<file path="config.mk">
export PLATFORM = sky130hd
export DESIGN_NAME = fetch_stage
export DESIGN_NICKNAME = d
export VERILOG_FILES = /design/src/rtl/fetch_stage.sv
export SDC_FILE = /design/constraint.sdc
export NUM_CORES = 1
export LEC_CHECK = 0
export BUFFER_PORTS_ARGS = -buffer_cell sky130_fd_sc_hd__buf_2
export CAP_MARGIN = 20
export CELL_PAD_IN_SITES_DETAIL_PLACEMENT = 2
export CELL_PAD_IN_SITES_GLOBAL_PLACEMENT = 2
export CORE_MARGIN = 2
export CORE_UTILIZATION = 26
export CTS_BUF_LIST = sky130_fd_sc_hd__clkbuf_8
export DETAILED_ROUTE_END_ITERATION = 8
export GPL_ROUTABILITY_DRIVEN = 0
export GPL_TIMING_DRIVEN = 0
export PLACE_DENSITY = 0.87
export SYNTH_ARGS = -nofsm -noshare
export SYNTH_HDL_FRONTEND = slang
export SYNTH_SLANG_ARGS = --single-unit
</file>
<file path="constraint.sdc">
create_clock -name clk -period 2.5 [get_ports clk]
set_clock_uncertainty 0.2 [all_clocks]
set_input_delay 0.5 -clock clk [delete_from_list [all_inputs] [get_ports clk]]
set_output_delay 0.5 -clock clk [all_outputs]
set_load 0.02 [all_outputs]
</file>
<file path="src/rtl/fetch_stage.sv">
// Instruction-fetch stage: owns the PC, drives the instruction memory and fills
// the IF/ID register, parking after a fetch fault until a trap redirect arrives.
module fetch_stage #(
    parameter logic [63:0] RESET_PC  = 64'h0000_0000_0000_0000,
    parameter logic [31:0] NOP_INSTR = 32'h0000_0013
) (
    input  logic        clk,
    input  logic        rst_n,
    input  logic        stall_i,
    input  logic        redirect_en,
    input  logic [63:0] redirect_pc,
    input  logic        trap_en,
    input  logic [63:0] trap_pc,
    output logic [63:0] pc_addr,
    input  logic [31:0] imem_instr,
    input  logic        imem_exc_en,
    input  logic [3:0]  imem_exc_code,
    input  logic [63:0] imem_exc_val,
    output logic        id_valid,
    output logic [63:0] id_pc,
    output logic [31:0] id_instr,
    output logic        id_exc_en,
    output logic [3:0]  id_exc_code,
    output logic [63:0] id_exc_val
);

    typedef enum logic {
        ST_RUN    = 1'b0,
        ST_PARKED = 1'b1
    } state_t;

    localparam logic [3:0] CODE_MISALIGNED = 4'd0;

    state_t      state_reg;
    logic [63:0] pc_reg;

    assign pc_addr = pc_reg;

    always_ff @(posedge clk or negedge rst_n) begin
        if (!rst_n) begin
            state_reg   <= ST_RUN;
            pc_reg      <= RESET_PC;
            id_valid    <= 1'b0;
            id_pc       <= 64'd0;
            id_instr    <= NOP_INSTR;
            id_exc_en   <= 1'b0;
            id_exc_code <= 4'd0;
            id_exc_val  <= 64'd0;
        end else if (trap_en) begin
            state_reg   <= ST_RUN;
            pc_reg      <= {trap_pc[63:2], 2'b00};
            id_valid    <= 1'b0;
            id_pc       <= 64'd0;
            id_instr    <= NOP_INSTR;
            id_exc_en   <= 1'b0;
            id_exc_code <= 4'd0;
            id_exc_val  <= 64'd0;
        end else if (redirect_en && state_reg == ST_RUN) begin
            // A misaligned target is loaded as-is; the RUN path below faults on it.
            pc_reg      <= redirect_pc;
            id_valid    <= 1'b0;
            id_pc       <= 64'd0;
            id_instr    <= NOP_INSTR;
            id_exc_en   <= 1'b0;
            id_exc_code <= 4'd0;
            id_exc_val  <= 64'd0;
        end else if (stall_i) begin
            // hold everything
        end else if (state_reg == ST_RUN) begin
            id_valid <= 1'b1;
            id_pc    <= pc_reg;
            if (pc_reg[1:0] != 2'b00) begin
                state_reg   <= ST_PARKED;
                id_instr    <= NOP_INSTR;
                id_exc_en   <= 1'b1;
                id_exc_code <= CODE_MISALIGNED;
                id_exc_val  <= pc_reg;
            end else if (imem_exc_en) begin
                state_reg   <= ST_PARKED;
                id_instr    <= NOP_INSTR;
                id_exc_en   <= 1'b1;
                id_exc_code <= imem_exc_code;
                id_exc_val  <= imem_exc_val;
            end else begin
                pc_reg      <= pc_reg + 64'd4;
                id_instr    <= imem_instr;
                id_exc_en   <= 1'b0;
                id_exc_code <= 4'd0;
                id_exc_val  <= 64'd0;
            end
        end else begin
            // Parked: the fault entry was delivered once, now feed bubbles.
            id_valid    <= 1'b0;
            id_instr    <= NOP_INSTR;
            id_exc_en   <= 1'b0;
            id_exc_code <= 4'd0;
            id_exc_val  <= 64'd0;
        end
    end

endmodule

</file>
==> summary.txt, run 1 <==
Combinational Power Share: 25.4%
TritonCTS clock tree: built
NetSw: 4.62 mW
clock share of power: 36.6%
Hold EP: id_exc_val[44]
Worst setup startpoint: pc_addr[31]
status: complete, but fails checks
core area: 44,500 um^2
first-pass GRT wire length: 116 mm
# setup viols final: 39
IO Count: 464
WP data arrival: 3.03 ns
CP required: 2.84 ns
HP Class: input pin to flip-flop
gr usage total: 33.5%
RR Startpoint: pc_addr[31]
Post-synth EDFFs: 0
vias: 15,400
final net count: 2,229
r2r endpoint: pc_addr[45]
Post-synth ARST share: 100%
VDD IR max: 0.342 mV
area leader, netlist: dfrtp_1
cells after synthesis: 1,297
Die H: 217 um
Worst-Margin Slew: 0.970 ns
Worst R2R Path Depth: 6
1st-pass router iterations: 7
Yosys cell types: 66
Root Driver: clkbuf_8
sw frac: 38.1%
final hold vios: 0
Synth Warn #: 0
Seq/Total Area, Yosys: 49.1%
pwr/cell area: 657 nW/um^2
most frequent cells in the layout: buf_2, nand2_1, dfrtp_1
DP HPWL: 53.5 mm
fin worst setup slack: -0.191 ns
Yosys top cell area share: 48.4%
grt total ovfl: 0
die area: 47,000 um^2
layout cells sized above 1: 36.7%
DR DRC count: 0
final number of max-transition violations: 0
Sink Count: 231
r2r setup slk: -0.19 ns
antenna viol nets, final: 0
Final Instance Count excl. Fillers: 2,641
Vias/cell: 5.81
maxcap violations: 0
hold_sp: imem_exc_val[44]
Port Buffers: 461
worst skew pair latency: 0.67 ns
First DRT Iteration DRCs: 1,458
failing checks: setup timing
most common cell after layout, fill and taps aside: buf_2
critical path endpoint category: flip-flop
H-Tree Depth: 2
Leak Pwr: 9.27 nW
Synth Flop Type: dfrtp_1
Die Width: 217 um
Mapped Nets: 1,532
placed insts: 2,357
Yosys reg bits: 231
antenna violations before repair: 28
Critical Path Source Type: flip-flop
CTS buffer count: 46
initial core utilization: 26.5%
synth-to-layout area growth: 56.6%
WHS Path Cells: 3
Crit Path Max Fanout: 9
largest net degree at the start of global routing: 109
sequential fraction of design power: 37.9%
Routed WL: 84.5 mm
Max Freq: 0.372 GHz
final clock period utilization by the worst path: 108%
P_int: 7.51 mW
Final Util: 41.5%
routed len/inst: 32.0 um
Post-Syn Area: 11,800 um^2
Synth area leaders: dfrtp_1, nand2_1, o21ai_0
Slew HR: 35.3%
Mapped Avg Cell Area: 9.08 um^2
RSZ-0062 raised after global routing: true
FP Rows: 77
Clock Tree Buf Depth: 3
Clock Pin Slew Worst Setup and Hold Paths: 0.07 ns
vias in the first global route: 16,700
critical path type: flip-flop to flip-flop
Tmin final: 2.69 ns
==> worst max-delay path, cell delays in order (launching register included) <==
cell and delay, ns:
dfrtp_1 0.70, nand4_1 0.40, nor4_4 0.49, nand4_1 0.18, buf_4 0.21, mux2i_1 0.14, a211o_1 0.25
==> kinds of logic (layout without fill, tap and decap cells) <==
kind of cell | after synthesis | in the layout | synth area share [%]
AO/OA/AOI/OAI | 321 | 321 | 17.6
adder cells (fa/ha/maj) | 1 | 1 | 0.106
buffers and inverters | 119 | 853 | 3.91
flip-flops | 231 | 231 | 49.1
multiplexers | 73 | 73 | 6.28
other | 0 | 17 | 0
AND/OR/NAND/NOR | 552 | 553 | 23.0
==> cells in the mapped netlist (all sizes together), types with 8 or more instances <==
cell / count
a21oi: 40
a221oi: 17
a22o: 37
a31oi: 12
and3: 50
buf: 13
clkbuf: 97
dfrtp: 228
inv: 8
mux2i: 66
nand2: 256
nand3: 69
nand4: 39
nor2: 50
nor3: 15
nor4: 25
o211ai: 9
o21ai: 141
o311ai: 10
o31ai: 11
or3: 8
or4: 15
==> power by group through the flow <==
stage          logic (mW)  clock network (mW)  registers (mW)
2_1_floorplan       0.959                   0            4.71
3_3_place_gp         2.46                   0            4.49
3_5_place_dp         2.56                   0            4.51
4_1_cts              2.82                4.40            4.53
5_1_grt              3.22                4.63            4.62
6_report             3.09                4.44            4.60
==> metal layers <==
layer	global-route usage (%)	up-vias	share of wire, %
met2	55.6	1028	47
met5	0	-	0.21
met4	18.7	30	6.1
met1	38.4	7788	37
met3	10.4	350	10
li1	-	6161	-
==> cell type report <==
cell class / instances / area (um^2)
clock inverter: 28 / 194
clock buffer: 58 / 798
tap: 592 / 741
inverter: 9 / 33.8
fill: 4813 / 26100
buffer: 96 / 544
sequential: 231 / 5810
multi-input combinational: 948 / 5990
timing repair buffer: 662 / 4290
antenna: 17 / 42.5
==> metrics by stage <==
| step | hold slack [ns] | setup TNS (ns) | setup WS, ns | instance area, um^2 | power [mW] |
|---|---|---|---|---|---|
| after floorplan | 0.00441 | 0 | 0.111 | 11800 | 5.66 |
| after global placement | 0.247 | -1042.52 | -4.20 | 14800 | 6.95 |
| after detailed placement | 0.261 | -149.07 | -1.12 | 15000 | 7.07 |
| after CTS | 0.000886 | 0 | 0.000766 | 17900 | 11.7 |
| after global routing | 0.0315 | -3.28 | -0.189 | 18400 | 12.5 |
| final | 0.0200 | -2.96 | -0.191 | 18500 | 12.1 |
==> worst max path at each step <==
| stage | to |
|---|---|
| floorplan | pc_addr[58] |
| global placement | pc_addr[2] |
| detailed placement | pc_addr[43] |
| CTS | pc_addr[57] |
| global route | pc_addr[60] |
| finish | pc_addr[45] |
==> what timing repair did <==
item | 4_1_cts | 5_1_grt
cloned | 0 | 1
setup endpoints to repair | 220 | 149
buffers inserted | 26 | 24
hold buffers | 146 | 0
pin swaps | 17 | 27
gates resized for setup | 117 | 107
hold endpoints to repair | 195 | 0
(Power assumes the default switching activity.)
==> run 2: changes to the inputs <==
--- a/config.mk
+++ b/config.mk
@@ -10,12 +10,14 @@
 export CELL_PAD_IN_SITES_DETAIL_PLACEMENT = 2
 export CELL_PAD_IN_SITES_GLOBAL_PLACEMENT = 2
 export CORE_MARGIN = 2
-export CORE_UTILIZATION = 26
+export CORE_UTILIZATION = 29
 export CTS_BUF_LIST = sky130_fd_sc_hd__clkbuf_8
+export CTS_CLUSTER_DIAMETER = 120
+export CTS_CLUSTER_SIZE = 16
 export DETAILED_ROUTE_END_ITERATION = 8
 export GPL_ROUTABILITY_DRIVEN = 0
 export GPL_TIMING_DRIVEN = 0
-export PLACE_DENSITY = 0.87
+export PLACE_DENSITY = 0.92
 export SYNTH_ARGS = -nofsm -noshare
 export SYNTH_HDL_FRONTEND = slang
 export SYNTH_SLANG_ARGS = --single-unit
==> constraint.sdc (replaced) <==
create_clock -name clk -period 2.8 [get_ports clk]
set_clock_uncertainty 0.2 [all_clocks]
set_input_delay 0.56 -clock clk [delete_from_list [all_inputs] [get_ports clk]]
set_output_delay 0.56 -clock clk [all_outputs]
set_load 0.02 [all_outputs]
==> summary.txt, run 2 (synthesized netlist as in run 1, its figures left out) <==
Worst R2R Path Depth: 6
synth-to-layout area growth: 34.4%
Final Util: 39.7%
Slowest cell on crit path: dfrtp_1
H-Tree Depth: 1
Port Buffers: 461
sequential fraction of design power: 48.3%
maxcap violations: 0
HP Class: input pin to flip-flop
Routed WL: 72.5 mm
VDD IR max: 0.197 mV
failing checks: setup timing
Crit Path Max Fanout: 10
final clock period utilization by the worst path: 100%
Vias/cell: 5.88
vias: 13,900
Worst path max stage delay: 0.51 ns
FP Rows: 73
gr usage total: 33.3%
most common cell after layout, fill and taps aside: buf_2
# setup viols final: 1
Root Driver: clkbuf_8
register area: 5790 um^2
worst skew pair latency: 0.61 ns
Leak Pwr: 8.09 nW
layout cells sized above 1: 33.1%
core area: 39,900 um^2
Critical Path Source Type: flip-flop
Die H: 206 um
NetSw: 3.41 mW
Max Freq: 0.355 GHz
Worst-Margin Slew: 1.01 ns
cell mode on critical path: clkbuf_2
vias in the first global route: 15,000
Design Power: 8.39 mW
TritonCTS clock tree: built
Clock Pin Slew Worst Setup and Hold Paths: 0.14 ns
critical path type: flip-flop to flip-flop
First DRT Iteration DRCs: 1,086
WHS Path Cells: 3
status: complete, but fails checks
largest net degree at the start of global routing: 91
CP cell instances: o21ai_4 > o21ai_2 > clkbuf_2 > clkbuf_2 > a221oi_1 > nand3_1
Buf/Inv on CP: 2
Clock Tree Buf Depth: 3
fin worst setup slack: -0.0139 ns
first-pass GRT wire length: 103 mm
Tmin final: 2.81 ns
grt total ovfl: 0
Die Width: 206 um
die area: 42,200 um^2
Slew HR: 32.9%
initial core utilization: 29.5%
CP top delay family: compound AO/OA/AOI/OAI gates
1st-pass router iterations: 5
P_int: 4.98 mW
CP required: 3.05 ns
antenna viol nets, final: 0
routed len/inst: 30.7 um
final net count: 2,047
pwr/cell area: 530 nW/um^2
Combinational Power Share: 28.5%
sw frac: 40.6%
final number of max-transition violations: 0
IO Count: 464
CTS buffer count: 18
fillers: 4,496
Sink Count: 231
WP data arrival: 3.07 ns
final hold vios: 0
multi-input combinational cell area: 5740 um^2
antenna violations before repair: 31
RR Startpoint: state_reg
Worst setup startpoint: state_reg
DP HPWL: 53.7 mm
DR DRC count: 0
hold_sp: trap_pc[46]
Crit path depth: 6
critical path endpoint category: flip-flop
most frequent cells in the layout: buf_2, nand2_1, dfrtp_1
clock share of power: 23.3%
-- run 2: cell count changes in the layout (fill, tap and decap cells not counted), moves of 13 or more --
cell,delta
buf_4,-33
buf_6,-14
clkbuf_1,+13
clkbuf_4,-13
clkbuf_8,-39
dfrtp_1,+16
dfrtp_2,-16
dlygate4sd3_1,-119
-- run 2: layout make-up --
cell class,count,share of cell area [%]
Multi-Input combinational cell,947,36.3
Inverter,9,0.213
Tap cell,525,4.15
Buffer,98,2.86
Antenna cell,20,0.316
Clock buffer,19,1.65
Sequential cell,231,36.6
Clock inverter,8,0.237
Timing Repair Buffer,507,17.7
-- run 2: worst register-to-register path, stage by stage (launching register included) --
cell	delay, ns
dfrtp_1	0.51
o21ai_4	0.49
o21ai_2	0.22
clkbuf_2	0.28
clkbuf_2	0.31
a221oi_1	0.45
nand3_1	0.19
-- run 2: what timing repair did --
item,in CTS,in global routing
setup endpoints to repair,199,123
endpoints found under the hold margin,98,0
hold buffers,27,0
gates resized for setup,57,47
pin swaps,3,7
setup buffers,4,9
-- run 2: stage by stage --
stage	setup WS (ns)	hold slack [ns]	TNS [ns]	area [um^2]	instances
6_report	-0.0139	0.000916	-0.0139	15800	2364
5_1_grt	-0.0543	0.00465	-0.177	15800	2361
4_1_cts	-0.0537	0.000313	-0.0847	15600	2340
3_5_place_dp	-0.801	0.264	-96.11	14900	2289
3_3_place_gp	-3.45	0.246	-921.98	14700	2283
2_1_floorplan	0.118	0.0644	0	11800	1297
-- run 2: routing by layer --
metal	vias up	part of all wire (%)	global-route usage, %	wire, um
li1	5770	-	-	-
met1	7025	38	40.1	27300
met2	835	46	53.5	33200
met3	243	10	9.19	7220
met4	18	6.4	19.3	4670
met5	-	0.15	0	111
-- run 2: power by group through the flow --
stage	sequential (mW)	clock, mW	combinational (mW)
global placement	4.01	0	2.18
global route	4.08	2.11	2.53
detailed placement	4.03	0	2.30
finish	4.05	1.95	2.39
floorplan	4.20	0	0.854
CTS	4.01	1.97	2.34
-- run 2: path summary, 6_finish.rpt --
check / to / slack [ns]
worst max-delay path: pc_addr[35] / -0.01
worst min-delay path: pc_addr[46] / 0.0009
worst max register to register: pc_addr[35] / -0.01
worst min register to register: id_pc[6] / 0.29
max in group asynchronous: pc_addr[26] / 1.12
min in group asynchronous: id_exc_en / 0.31
